`config.mk`:
```
export PLATFORM = sky130hd
export DESIGN_NAME = poly_reduce_fsm_flat
export DESIGN_NICKNAME = d
export VERILOG_FILES = /design/src/rtl/poly_reduce_if.sv /design/src/rtl/poly_reduce_fsm.sv /design/src/flat_wrapper.sv
export SDC_FILE = /design/constraint.sdc
export NUM_CORES = 1
export LEC_CHECK = 0
export BUFFER_PORTS_ARGS = -buffer_cell sky130_fd_sc_hd__buf_2
export CORE_MARGIN = 5
export CORE_UTILIZATION = 55
export DETAILED_ROUTE_END_ITERATION = 6
export PLACE_DENSITY = 0.84
export SYNTH_ARGS = -nofsm -noshare
export SYNTH_HDL_FRONTEND = slang
export SYNTH_SLANG_ARGS = --single-unit
```
`constraint.sdc`:
```
create_clock -name clk -period 7.95 [get_ports clk]
set_input_delay 1.59 -clock clk [delete_from_list [all_inputs] [get_ports clk]]
set_output_delay 1.59 -clock clk [all_outputs]
set_load 0.05 [all_outputs]
```
`src/rtl/poly_reduce_if.sv`:
```
// Handshake and RAM-port bundle between the reduction FSM and its environment.
// The FSM connects through the slave modport; the product RAM and controller use master.
interface poly_reduce_if #(
  parameter int IN_W  = 26,
  parameter int OUT_W = 13
);
  logic             start;
  logic             prod_rd_en;
  logic [10:0]      prod_addr;
  logic [IN_W-1:0]  prod_data;
  logic             out_we;
  logic [9:0]       out_addr;
  logic [OUT_W-1:0] out_data;
  logic             busy;
  logic             done;

  modport master (
    output start, prod_data,
    input  prod_rd_en, prod_addr, out_we, out_addr, out_data, busy, done
  );

  modport slave (
    input  start, prod_data,
    output prod_rd_en, prod_addr, out_we, out_addr, out_data, busy, done
  );
endinterface

```
`src/rtl/poly_reduce_fsm.sv`:
```
// Reduces a raw product modulo x^P - x - 1 and then each coefficient modulo Q.
// Define POLY_REDUCE_CENTER_EN to emit centred two's-complement coefficients.
module poly_reduce_fsm #(
  parameter int P         = 757,
  parameter int Q         = 5167,
  parameter int IN_W      = 26,
  parameter int OUT_W     = 13,
  parameter int MOD_STEPS = 16
) (
  input  logic         clk,
  input  logic         rst,
  poly_reduce_if.slave bus
);
  localparam int SUM_W = IN_W + 2;
  localparam int S_W   = $clog2(MOD_STEPS);

  localparam logic [2:0] IDLE = 3'd0;
  localparam logic [2:0] RDLO = 3'd1;
  localparam logic [2:0] RDHI = 3'd2;
  localparam logic [2:0] SUM  = 3'd3;
  localparam logic [2:0] MOD  = 3'd4;
  localparam logic [2:0] WR   = 3'd5;
  localparam logic [2:0] DONE = 3'd6;

  logic [2:0]       state_reg;
  logic [9:0]       j_reg;
  logic [IN_W-1:0]  lo_reg;
  logic [IN_W-1:0]  prev_reg;
  logic [SUM_W-1:0] r_reg;
  logic [S_W-1:0]   s_reg;

  logic             last;
  logic [IN_W-1:0]  hi;
  logic [63:0]      q_tab [MOD_STEPS];
  logic [63:0]      q_shift;
  logic [OUT_W-1:0] r_low;
  logic [OUT_W-1:0] wr_value;

  // Subtrahend table Q<<gi for the restoring-division steps.
  for (genvar gi = 0; gi < MOD_STEPS; gi++) begin : g_qtab
    assign q_tab[gi] = 64'(Q) << gi;
  end

  assign last    = (j_reg == 10'(P - 1));
  assign hi      = last ? '0 : bus.prod_data;
  assign q_shift = q_tab[s_reg];
  assign r_low   = r_reg[OUT_W-1:0];

`ifdef POLY_REDUCE_CENTER_EN
  assign wr_value = (r_reg > SUM_W'((Q - 1) / 2)) ? (r_low - OUT_W'(Q)) : r_low;
`else
  assign wr_value = r_low;
`endif

  always_ff @(posedge clk or posedge rst) begin
    if (rst) begin
      state_reg <= IDLE;
      j_reg     <= '0;
      lo_reg    <= '0;
      prev_reg  <= '0;
      r_reg     <= '0;
      s_reg     <= '0;
    end else begin
      case (state_reg)
        IDLE: begin
          if (bus.start) begin
            j_reg     <= '0;
            prev_reg  <= '0;
            state_reg <= RDLO;
          end
        end
        RDLO: state_reg <= RDHI;
        RDHI: begin
          lo_reg    <= bus.prod_data;
          state_reg <= SUM;
        end
        SUM: begin
          // prev carries c_{j+P} into the next coefficient as its c_{j+P-1} term.
          r_reg     <= SUM_W'(lo_reg) + SUM_W'(hi) + SUM_W'(prev_reg);
          prev_reg  <= hi;
          s_reg     <= S_W'(MOD_STEPS - 1);
          state_reg <= MOD;
        end
        MOD: begin
          if (64'(r_reg) >= q_shift) r_reg <= r_reg - q_shift[SUM_W-1:0];
          if (s_reg == '0) state_reg <= WR;
          else             s_reg     <= s_reg - 1'b1;
        end
        WR: begin
          if (last) begin
            state_reg <= DONE;
          end else begin
            j_reg     <= j_reg + 1'b1;
            state_reg <= RDLO;
          end
        end
        DONE:    state_reg <= IDLE;
        default: state_reg <= IDLE;
      endcase
    end
  end

  always_comb begin
    bus.prod_rd_en = 1'b0;
    bus.prod_addr  = '0;
    bus.out_we     = 1'b0;
    bus.out_addr   = '0;
    bus.out_data   = '0;
    if (state_reg == RDLO) begin
      bus.prod_rd_en = 1'b1;
      bus.prod_addr  = 11'(j_reg);
    end
    if (state_reg == RDHI && !last) begin
      bus.prod_rd_en = 1'b1;
      bus.prod_addr  = 11'(j_reg) + 11'(P);
    end
    if (state_reg == WR) begin
      bus.out_we   = 1'b1;
      bus.out_addr = j_reg;
      bus.out_data = wr_value;
    end
  end

  assign bus.busy = (state_reg != IDLE);
  assign bus.done = (state_reg == DONE);
endmodule
```
`src/flat_wrapper.sv`:
```
// flat-port wrapper written by rule: the top's interface ports become plain ports
module poly_reduce_fsm_flat 
#(
  parameter int P         = 757,
  parameter int Q         = 5167,
  parameter int IN_W      = 26,
  parameter int OUT_W     = 13,
  parameter int MOD_STEPS = 16
)
  (clk, rst, bus_start, bus_prod_data, bus_prod_rd_en, bus_prod_addr, bus_out_we, bus_out_addr, bus_out_data, bus_busy, bus_done);
  poly_reduce_if #(.IN_W(IN_W), .OUT_W(OUT_W)) bus_i ();
  input  logic clk;
  input  logic rst;
  input wire logic [$bits(bus_i.start)-1:0] bus_start;
  input wire logic [$bits(bus_i.prod_data)-1:0] bus_prod_data;
  output wire logic [$bits(bus_i.prod_rd_en)-1:0] bus_prod_rd_en;
  output wire logic [$bits(bus_i.prod_addr)-1:0] bus_prod_addr;
  output wire logic [$bits(bus_i.out_we)-1:0] bus_out_we;
  output wire logic [$bits(bus_i.out_addr)-1:0] bus_out_addr;
  output wire logic [$bits(bus_i.out_data)-1:0] bus_out_data;
  output wire logic [$bits(bus_i.busy)-1:0] bus_busy;
  output wire logic [$bits(bus_i.done)-1:0] bus_done;
  assign bus_i.start = bus_start;
  assign bus_i.prod_data = bus_prod_data;
  assign bus_prod_rd_en = bus_i.prod_rd_en;
  assign bus_prod_addr = bus_i.prod_addr;
  assign bus_out_we = bus_i.out_we;
  assign bus_out_addr = bus_i.out_addr;
  assign bus_out_data = bus_i.out_data;
  assign bus_busy = bus_i.busy;
  assign bus_done = bus_i.done;
  poly_reduce_fsm #(.P(P), .Q(Q), .IN_W(IN_W), .OUT_W(OUT_W), .MOD_STEPS(MOD_STEPS)) u_core (.clk(clk), .rst(rst), .bus(bus_i));
endmodule
```
# Word-level counts from Yosys, hierarchy flattened
# Memory sizes are Yosys's and may differ from the RTL's.
# Cells that the tools add are included.
[word_totals]
register_bits = 97
mem_bits_ro = 1024
in_bits = 29
out_inout_bits = 38
wordCells = 64
n_memories = 1
[classes]
addsub = 6
magnitude_cmp = 2
eq_ne = 12
n_mux = 23
bitwise = 1
n_reduce_logical = 13
[memory_table]
columns = ["memory", "depth", "width", "read_ports", "rd_clocked_by_memory_dff", "write_ports", "line", "text"]
rows = [
  ["(no name shown)", 16, 64, 1, 0, 0, "poly_reduce_fsm.sv:46", "assign q_shift = q_tab[s_reg];"],
]
[op_table]
columns = ["cell", "n"]
rows = [
  ["two-way mux 64 bit", 2],
  ["greater-or-equal comparator 28 x 64 -> 1 bit", 1],
  ["one-hot mux 28 bit (2 select lines)", 1],
  ["two-way mux 26 bit", 2],
  ["one-hot mux 26 bit (2 select lines)", 1],
  ["two-way mux 10 bit", 4],
  ["adder 28 x 26 -> 28 bit", 1],
  ["two-way mux 28 bit", 1],
  ["subtractor 28 bit", 1],
  ["adder 26 x 26 -> 27 bit", 1],
  ["one-hot mux 10 bit (2 select lines)", 1],
  ["one-hot mux 3 bit (6 select lines)", 1],
  ["two-way mux 13 bit", 1],
  ["adder 10 x 10 -> 11 bit, second input constant", 1],
  ["two-way mux 11 bit", 1],
  ["adder 10 x 1 -> 10 bit, second input constant", 1],
  ["equality test 10 bit, second input constant", 1],
  ["equality test 3 bit, second input constant", 3],
  ["two-way mux 3 bit", 3],
  ["one-hot mux 4 bit (2 select lines)", 1],
  ["AND reduction 2 bit", 4],
  ["equality test 3 x 2 -> 1 bit, second input constant", 2],
  ["inequality test 2 bit, second input constant", 3],
  ["nonzero test 2 bit", 3],
  ["other kinds (13)", 16],
]

# Logic depth before layout (Yosys ltp)
[depth]
depth_word = 7
ltp_mapped = 30
mapped_depth_nobuf = 26

# Worst setup path before layout
# Ideal clock, no wire load.
[synth_path]
path_kind = "reg-to-reg"
from = "register u_core.j_reg[7]"
to = "register u_core.r_reg[25]"
arrival_ns = 6.057
setup_slack_ns = 1.771
stages_incl_launch_ff = 31
cell_sequence = "dfrtp_1 > buf_2 > and4_1 > buf_4 > nand3_1 > clkbuf_1 > clkbuf_1 > clkbuf_1 > and2_1 > ha_1 > inv_1 > fa_1 > a21boi_0 > o21ai_0 > a221oi_1 > a211oi_4 > a21oi_1 > o22ai_1 > a22oi_1 > o21ai_0 > xnor2_1 > ha_1 > nand2_1 > nor2_1 > a21o_1 > a311oi_1 > a211oi_1 > o41ai_1 > a21oi_1 > xor2_1 > o221a_2"
[synth_between]
elab_chain_cells = 5
[synth_lines]
columns = ["element", "line", "text"]
rows = [
  ["from (decl)", "poly_reduce_fsm.sv:26", "logic [9:0] j_reg;"],
  ["from (signal assigned)", "poly_reduce_fsm.sv:93", "j_reg <= j_reg + 1'b1;"],
  ["equality test 10 bit", "poly_reduce_fsm.sv:44", "assign last = (j_reg == 10'(P - 1));"],
  ["two-way mux 26 bit", "poly_reduce_fsm.sv:45", "assign hi = last ? '0 : bus.prod_data;"],
  ["adder 26 x 26 -> 27 bit", "poly_reduce_fsm.sv:79", "r_reg <= SUM_W'(lo_reg) + SUM_W'(hi) + SUM_W'(prev_reg);"],
  ["adder 28 x 26 -> 28 bit", "poly_reduce_fsm.sv:79", ""],
  ["one-hot mux 28 bit (2 select lines)", "poly_reduce_fsm.sv:64", "case (state_reg)"],
  ["to (signal assigned)", "poly_reduce_fsm.sv:79", ""],
  ["to (signal assigned)", "poly_reduce_fsm.sv:85", "if (64'(r_reg) >= q_shift) r_reg <= r_reg - q_shift[SUM_W-1:0];"],
  ["to (decl)", "poly_reduce_fsm.sv:29", "logic [SUM_W-1:0] r_reg;"],
]
# Every way passes these cells.
# A chain may end at the register's enable or synchronous reset.

# Final worst setup path
[layout_path]
from = "register u_core.j_reg[3]"
to = "register u_core.r_reg[25]"
# The elaborated chain is that of the path after synthesis.

==> summary.md <==
| Metric | Value |
|---|---|
| CTS buffer count | 9 |
| Chip height | 141 µm |
| Setup TNS | 0 ps |
| Setup Skew | 12.6 ps |
| Via count | 8,954 |
| # diodes | 0 |
| Startpoint class of the critical path | register |
| Largest cells by area after synthesis | dfrtp_1 26%, ha_1 11%, nand2_1 6.2%, o21ai_0 4.8%, a21oi_1 4.6% |
| Crit-path max FO | 13 |
| Cell Area, Synth | 9440 µm² |
| Area share of the largest cell type after synthesis | 0.257 |
| Root Driver | clkbuf_16 |
| Psw | 2.61 mW |
| Comb power frac | 0.730 |
| Setup Viol. Count Final | 0 |
| Worst Hold Slack | 490 ps |
| Vias per Instance | 6.15 |
| Placed insts | 1,441 |
| Post-DRT Antenna Nets | 0 |
| I/O pin cnt | 67 |
| Resize count post-CTS | 0 |
| Die Wd | 141 µm |
| Tcrit/Tclk final | 0.792 |
| Nets | 1,340 |
| Antenna violations before repair | 0 |
| Initial core utilization | 0.553 |
| Post-Layout Inst Area | 10,100 µm² |
| IO Port Bufs | 66 |
| Number of flip-flops under the largest register name | 28 |
| WS Path Type | register to register |
| Core area | 17,100 µm² |
| Initial detailed-routing violation count | 947 |
| Yosys top cell by area | dfrtp_1 |
| H-tree levels | 3 |
| Clock power frac | 0.093 |
| Filler cells | 1,555 |
| Mapped Cells | 1,212 |
| GPL Wtd Cong | 0.956 |
| Vias in the first global route | 8,393 |
| Async SR Flop Fraction | 1.00 |
| Gr usage total | 0.246 |
| Critical path's slowest cell | and4bb_1 |
| FP Rows | 48 |
| Reg power frac | 0.177 |
| Pwr dens | 498 nW/µm² |
| Worst-Margin Slew | 1070 ps |
| Fmax achieved | 159 MHz |
| Worst skew pair latency | 350 ps |
| Distinct cells, synth | 89 |
| Sw frac | 0.516 |
| Synth warn | 0 |
| DP Wirelength | 18,100 µm |
| Register area share after synthesis | 0.257 |
| Residual DRC | 0 |
| CTS Buffer Depth | 2 |
| Share of layout cells above drive strength 1 | 0.106 |
| Synth Net Count | 1,325 |
| CP max stage delay | 510 ps |
| Crit path capture type | register |
| Fin cells | 1,457 |
| Clock Pin Slew Worst Setup and Hold Paths | 70 ps |
| DRT Pass-1 Iters | 5 |
| RSZ-0062 raised after global routing | false |
| VDD IR-drop max | 0.197 mV |
| Pint | 2.45 mW |
| First-pass GRT wire length | 41,100 µm |
| Headroom to the max-slew limit | 0.289 |
| Clk sinks | 97 |
| EDFF count, synth | 0 |
| Most common cell in the netlist | nand2_1 |
| Lkg Pwr | 4.73 nW |
| Hold-fix buffers, CTS | 0 |
| Final WL | 24,100 µm |
| Avg WL per Cell | 16.6 µm |
| Grt ovf | 0 |
| Total power | 5.05 mW |
| Top_reg_cell synth | dfrtp_1 |
| Synth Register Bits | 97 |
| Max-slew violations | 0 |
| Synth cell count leaders | 157 x nand2_1, 107 x nor2_1, 97 x dfrtp_1 |
| CTS tree | yes |
| Final min period | 6300 ps |
| Worst hold path type | register to register |
| Placed instance area | 9830 µm² |
| Outcome | complete, no violations |
| Avg Cell Area, Syn | 7.79 µm² |
| Die area | 19,900 µm² |
| Largest net degree at the start of global routing | 84 |
| Max-cap viol count | 0 |
| Final number of hold-violating endpoints | 0 |
| Worst path required time | 8180 ps |
| Setup bufs post-CTS | 0 |
| Area Overhead vs Synth | 7.40% |
| WP data arrival | 6530 ps |
## final timing paths
kind / from / to / slack (ps) / cells past startpoint
max in group asynchronous: rst / u_core.lo_reg[6] / 5510 / 3
worst min register to register: u_core.lo_reg[21] / u_core.lo_reg[21] / 490 / 2
min in group asynchronous: rst / u_core.r_reg[10] / 1150 / 2
worst max-delay path: u_core.j_reg[3] / u_core.r_reg[25] / 1650 / 25
worst min-delay path: u_core.lo_reg[21] / u_core.lo_reg[21] / 490 / 2
worst max register to register: u_core.j_reg[3] / u_core.r_reg[25] / 1650 / 25
## layer usage
| layer | global-route usage | share of wire |
|---|---|---|
| met4 | 0.0765 | 0.025 |
| met3 | 0.0349 | 0.057 |
| met1 | 0.344 | 0.46 |
| met5 | 0 | 0 |
| met2 | 0.397 | 0.46 |
## cell type report
cell class / instances / area (µm²) / share of cell area
clock buffer: 11 / 233 / 0.0230
inverter: 44 / 168 / 0.0165
multi-input combinational: 1000 / 6550 / 0.646
timing repair buffer: 75 / 398 / 0.0392
clock inverter: 5 / 78.8 / 0.00777
sequential: 97 / 2430 / 0.239
tap: 225 / 282 / 0.0278
## power groups by stage
stage                     combinational [mW]  sequential (mW)  clock, mW
after CTS                               3.63            0.888      0.484
after detailed placement                3.60            0.894          0
final                                   3.69            0.893      0.472
after global placement                  3.51            0.888          0
after floorplan                         2.95            0.792          0
after global routing                    4.10            0.918      0.502
## per-stage QoR
step,setup slack (ps),util
3_5_place_dp,1380,0.576
4_1_cts,1710,0.594
6_report,1650,0.594
5_1_grt,1170,0.594
2_1_floorplan,1770,-
3_3_place_gp,1530,0.576
## placed cells by master, fill, tap and decap left out, drive strengths merged, types with 40 or more instances in the layout
cell type,Yosys,routed
o21ai,93,93
nand3,40,40
ha,81,81
xnor2,46,46
dfrtp,97,97
buf,15,75
nand2,157,157
a21oi,88,88
nor2,107,107
and2,45,45
inv,44,45
## critical path: cells and delay by family, from the launching register on
family	cells	cell delay [ps]
xor+xnor	2	330
fa+ha+maj	4	1130
simple gates	5	1000
flops	1	490
buf+inv	2	290
compound gates	12	2920
## cells by family after synthesis
| logic type | after synthesis | synth area share |
|---|---|---|
| AND/OR/NAND/NOR | 463 | 0.238 |
| AO/OA/AOI/OAI | 372 | 0.265 |
| buffers and inverters | 115 | 0.0498 |
| flip-flops | 97 | 0.257 |
| adder cells (fa/ha/maj) | 86 | 0.116 |
| XOR/XNOR | 73 | 0.0677 |
| multiplexers | 6 | 0.00649 |
Note: power is estimated with default switching activity, not from simulation.
